**src/rtl/demux32_reg.sv**
```systemverilog
// Registered 1-to-2 demultiplexer with valid/ready handshakes on all sides.
// Holds at most one word and steers it to destination A or B by its select bit.
module demux32_reg #(
    parameter int WIDTH = 32,
    parameter int CNT_W = 16
) (
    input  logic             clk,
    input  logic             reset,
    input  logic [WIDTH-1:0] in_data,
    input  logic             in_sel,
    input  logic             in_valid,
    output logic             in_ready,
    output logic [WIDTH-1:0] a_data,
    output logic             a_valid,
    input  logic             a_ready,
    output logic [WIDTH-1:0] b_data,
    output logic             b_valid,
    input  logic             b_ready,
    output logic [CNT_W-1:0] cnt_a,
    output logic [CNT_W-1:0] cnt_b,
    output logic             busy
);

    typedef enum logic [1:0] {
        EMPTY  = 2'd0,
        FULL_A = 2'd1,
        FULL_B = 2'd2
    } state_t;

    state_t state;
    logic   a_xfer;
    logic   b_xfer;
    logic   in_xfer;

    // Only the addressed sink's ready matters; the other one is ignored.
    always_comb begin
        a_xfer   = (state == FULL_A) && a_ready;
        b_xfer   = (state == FULL_B) && b_ready;
        in_ready = !reset && ((state == EMPTY) || a_xfer || b_xfer);
        in_xfer  = in_valid && in_ready;
    end

    // Data outputs are registered per destination, so the idle side reads zero
    // without a separate buffer-and-mux stage.
    always_ff @(posedge clk) begin
        if (reset) begin
            state   <= EMPTY;
            a_data  <= '0;
            b_data  <= '0;
            a_valid <= 1'b0;
            b_valid <= 1'b0;
            busy    <= 1'b0;
            cnt_a   <= '0;
            cnt_b   <= '0;
        end else begin
            if (in_xfer) begin
                busy <= 1'b1;
                if (in_sel) begin
                    state   <= FULL_B;
                    a_data  <= '0;
                    b_data  <= in_data;
                    a_valid <= 1'b0;
                    b_valid <= 1'b1;
                end else begin
                    state   <= FULL_A;
                    a_data  <= in_data;
                    b_data  <= '0;
                    a_valid <= 1'b1;
                    b_valid <= 1'b0;
                end
            end else if (a_xfer || b_xfer) begin
                state   <= EMPTY;
                a_data  <= '0;
                b_data  <= '0;
                a_valid <= 1'b0;
                b_valid <= 1'b0;
                busy    <= 1'b0;
            end
            if (a_xfer) cnt_a <= cnt_a + 1'b1;
            if (b_xfer) cnt_b <= cnt_b + 1'b1;
        end
    end

endmodule
```
**config.mk**
```make
export PLATFORM = sky130hd
export DESIGN_NAME = demux32_reg
export DESIGN_NICKNAME = d
export VERILOG_FILES = /design/src/rtl/demux32_reg.sv
export SDC_FILE = /design/constraint.sdc
export NUM_CORES = 1
export LEC_CHECK = 0
export ABC_AREA = 1
export ABC_CLOCK_PERIOD_IN_PS = 3100
export CAP_MARGIN = 20
export CORE_ASPECT_RATIO = 0.8
export CORE_MARGIN = 3
export CORE_UTILIZATION = 36
export CTS_CLUSTER_DIAMETER = 100
export CTS_CLUSTER_SIZE = 28
export DETAILED_ROUTE_END_ITERATION = 8
export GPL_ROUTABILITY_DRIVEN = 0
export MAX_ROUTING_LAYER = met4
export SETUP_SLACK_MARGIN = 0.1
export SLEW_MARGIN = 40
export SYNTH_ARGS = -nofsm -noshare
export SYNTH_HDL_FRONTEND = slang
export SYNTH_SLANG_ARGS = --single-unit
```
**constraint.sdc**
```tcl
create_clock -name clk -period 3.1 [get_ports clk]
set_clock_uncertainty 0.05 [all_clocks]
set_input_delay 0.775 -clock clk [delete_from_list [all_inputs] [get_ports clk]]
set_output_delay 0.775 -clock clk [all_outputs]
set_load 0.01 [all_outputs]
```
# --- Yosys cells after proc, flatten, opt, wreduce, memory -nomap -nowiden ---
# Cells that the tools add are included.
word_totals:
  regBits: 101
  latchBits: 0
  ramBits: 0
  rom_bits: 0
  input_bits: 38
  wordCells: 36
  mem_count: 0
op_classes:
  addsub: 2
  n_mul: 0
  n_div: 0
  n_lt_le_gt_ge: 0
  n_eq_ne: 2
  shifts: 0
  n_mux: 14
  bitwise: 0
  n_reduce_logical: 10
op_table:
  columns: ["cell", "count"]
  rows:
  - ["$mux W32", 5]
  - ["$add A16 B1 Y16 const B", 2]
  - ["$mux W1", 6]
  - ["$mux W2", 3]
  - ["$logic_and A1 B1 Y1", 4]
  - ["$logic_or A1 B1 Y1", 3]
  - ["$eq A2 B1 Y1 const B", 1]
  - ["$eq A2 B2 Y1 const B", 1]
  - ["$logic_not A2 Y1", 1]
  - ["$reduce_bool A2 Y1", 1]
  - ["$logic_not A1 Y1", 1]

# --- Logic depth before layout (Yosys ltp) ---
depth:
  ltp_word: 7
  mapped_depth: 8
  mapped_depth_nobuf: 8

# --- Worst setup path after synthesis ---
# Ideal clock, no wire load.
synth_timing:
  kind: "input port to output port"
  start: "in a_ready"
  end: "out in_ready"
  arrival_time_ns: 1.568
  required_time_ns: 2.275
  setup_slack_ns: 0.707
  stages: 6
  n_path_buf: 2
  cell_sequence: "nand3_2 > nand2_1 > inv_2 > buf_6 > buf_4 > a21oi_1"
synth_via:
  elab_chain_cells: 4
synth_lines:
  columns: ["item", "line_no", "source"]
  rows:
  - ["start: declaration", "15", "input logic a_ready,"]
  - ["$logic_and A1 B1 Y1", "37", "a_xfer = (state == FULL_A) && a_ready;"]
  - ["$logic_or A1 B1 Y1 (2 in a row)", "39", "in_ready = !reset && ((state == EMPTY) || a_xfer || b_xfer);"]
  - ["$logic_and A1 B1 Y1", "39", null]
  - ["end: declaration", "12", "output logic in_ready,"]
# No other way between the ends.

# --- Final worst setup path ---
# Ends and elaborated chain as after synthesis.

==> run_results.csv <==
group,metric,value,unit
run_status,status,"finished clean",
grt,grt_util_all_layers,20.1,%
setup_path,cp.required,2.27,ns
placed_design,dpl.hpwl,9.37,mm
clocking,cts_tree,"yes",
grt,grt_start_max_net_pins,97,
sta,finalCriticalPeriod,2.71,ns
final_layout,syn2layout_area_growth,35.0,%
setup_path,r2r-end,"a_data[28]",
setup_path,worst-setup-path-type,"input port to output pin",
synth,netlist.area_leader.share,41.5,%
grt,grt_overflow,0,
sta,grt_setup_unrepaired,"no",
clocking,clockRootBuffer,"clkbuf_16",
power_and_ir_drop,swShare,26.4,%
routing,drc,0,
setup_path,r2r_setup_slack,1.28,ns
synth,syn_inst,688,
floorplanning,die_w,135,um
synth,ys_ff_latch,99,
placed_design,placed_cells,954,
sta,fmax,0.370,GHz
setup_path,cp_slowest_cell,"clkdlybuf4s50_1",
power_and_ir_drop,peakVddDrop,0.316,mV
clocking,cts_buffers,9,
power_and_ir_drop,power_switching,736,uW
power_and_ir_drop,pwr-share-clk,38.4,%
routing,routedWlPerCell,14.9,um
clocking,postCtsSetupBuffers,0,
final_layout,final_cell_mix,"clkdlybuf4s50_1, dfxtp_1, inv_1, nor2_1, nand2_1",
power_and_ir_drop,leakagePower,0.00257,uW
hold_path,min_to,"busy",
floorplanning,core,0.0126,sq mm
sta,fin_tns_setup,0,ns
setup_path,cp_num_buf_inv,3,
grt,grt_pass1_vias,4551,
final_layout,final_common_cell,"clkdlybuf4s50_1",
floorplanning,fp-row-count,36,
final_layout,n_fill_cell,1224,
final_layout,drive_gt1_share,4.88,%
setup_path,end_kind,"output pin",
clocking,ctsResizeCount,1,
power_and_ir_drop,power_frac_comb,14.1,%
sta,worst_slew_pin_slew,0.752,ns
hold_path,min_from,"busy",
setup_path,crit_fanout,2,
setup_path,r2r_start,"state[0]",
setup_path,cp_slowest_stage_delay,0.49,ns
floorplanning,die_y,109,um
floorplanning,start_util,38.0,%
routing,via_count,4986,
setup_path,cp_top_family,"buffers and inverters",
setup_path,worst_ep_arrival_time,1.88,ns
synth,syn-num-nets,728,
sta,slew_violations,0,
routing,viasPerCell,5.14,
synth,syn_area_per_cell,6.93,sq um
hold_path,hold_class,"register to register",
routing,firstDrtPassIters,5,
grt,antenna_found_initial,0,
run,drv_cap,0,
clocking,clk_pin_slew,0.07,ns
synth,synthesis.area,0.00477,sq mm
routing,ant_nets,0,
sta,setup_viol,0,
clocking,cts_hold_buf,0,
setup_path,cp-start-kind,"input port",
power_and_ir_drop,power_density,432,mW/mm^2
clocking,h-tree-depth,3,
setup_path,reg2reg_depth,8,
final_layout,final_nets,834,
power_and_ir_drop,p_int,2050,uW
grt,grt_pass1_wl,23.4,mm
routing,drt_iter0_drc,384,
sta,min_period_over_period,87.3,%
floorplanning,fp.dieArea,0.0147,sq mm
synth,yosysTopAreaCell,"dfxtp_1",
final_layout,diodes,0,
power_and_ir_drop,power.total,2780,uW
power_and_ir_drop,power_frac_seq,47.6,%
sta,hold_viol,0,
setup_path,path_cells,"clkdlybuf4s50_1 -> nand3_2 -> nand2_1 -> inv_2 -> a21oi_1 -> dlygate4sd2_1",
synth,synthTopCellsByArea,"dfxtp_1, nand4_1, nand3_1, a21oi_1, inv_1",
clocking,cts_buffer_depth,2,
floorplanning,ios,138,
clocking,clkLatencyLatePin,0.35,ns
synth,ys_warn_count,0,
placed_design,portBuffers,137,
synth,synth.distinct_cells,25,
sta,max-slew-margin-rel,49.8,%
routing,postRouteWirelength,14.4,mm
final_layout,layout.cells.non_filler,970,
synth,seq_area_frac_synth,41.5,%
clocking,cts_num_sinks,99,
hold_path,hold-path-cell-count,2,
==> metrics by stage <==
stage	area [sq um]	utilization (%)	setup WS [ns]	hold slack (ns)
CTS	6440	51.3	0.378	0.426
global placement	6160	49.0	0.124	0.409
global route	6440	51.3	0.300	0.452
detailed placement	6160	49.0	0.115	0.414
floorplan	4770	-	0.707	0.441
finish	6440	51.3	0.395	0.423
==> cells by family after synthesis <==
logic type | count (synthesis) | synth area share [%]
fa+ha+maj | 2 | 0.524
xor+xnor | 1 | 0.184
compound gates | 97 | 10.2
buf+inv | 150 | 13.7
simple gates | 339 | 33.9
flops | 99 | 41.5
==> synthesized netlist by cell type <==
cell type  instances
xnor2_1            1
and2_1             1
inv_2              3
ha_1               2
a21oi_1           81
nor2_2             1
inv_1             94
nand2_1           83
o21ai_1            2
nor3_1             1
clkbuf_1          24
o21ai_0           14
nor2_1            89
buf_6              6
buf_4              8
nor3b_1            1
nor3_2             1
nand3_4            1
nand4_1           74
dfxtp_1           99
nand3_1           82
and3_1             1
buf_1              4
buf_2             11
nand3_2            4
==> worst max-delay path by stage <==
| stage | slack, ns | cells after the start | start | endpoint |
|---|---|---|---|---|
| finish | 0.39 | 6 | a_ready | in_ready |
| global route | 0.30 | 6 | a_ready | in_ready |
| CTS | 0.38 | 6 | a_ready | in_ready |
| detailed placement | 0.11 | 6 | a_ready | in_ready |
| global placement | 0.12 | 6 | a_ready | in_ready |
| floorplan | 0.71 | 6 | a_ready | in_ready |
==> tightest hold or removal path, stage by stage, from the launching register on <==
cell and delay [ns]:
dfxtp_1 0.31, nand3_1 0.07, nand2_1 0.05
==> layout make-up <==
cell class / count / area (sq um) / area share [%]
Clock buffer: 12 / 256 / 3.98
Clock inverter: 4 / 25.0 / 0.389
Inverter: 97 / 364 / 5.65
Multi-Input combinational cell: 439 / 2140 / 33.2
Sequential cell: 99 / 1980 / 30.8
Tap cell: 171 / 214 / 3.32
Timing Repair Buffer: 148 / 1460 / 22.7
==> metal layers <==
layer | routed length [um] | global-route usage (%) | vias to the layer above | share of wire (%)
met3 | 1010 | 4.89 | 15 | 7.0
met5 | 0 | - | - | 0
met4 | 226 | 5.31 | 0 | 1.6
met2 | 6360 | 29.1 | 166 | 44
met1 | 6810 | 28.1 | 2320 | 47
li1 | - | - | 2485 | -
==> power by group through the flow <==
stage	combinational, uW	clock, uW	sequential (uW)
final	391	1070	1330
after detailed placement	392	0	1350
after global placement	389	0	1350
after global routing	430	1150	1330
after CTS	394	1100	1320
after floorplan	219	0	1360
==> flip-flops by register name (all words and copies together), names as in the netlist <==
name and count:
a_data 32, busy 1, b_data 32, cnt_b 16, state 1, cnt_a 16
b_valid 1
Note: power is estimated with default switching activity, not from simulation.
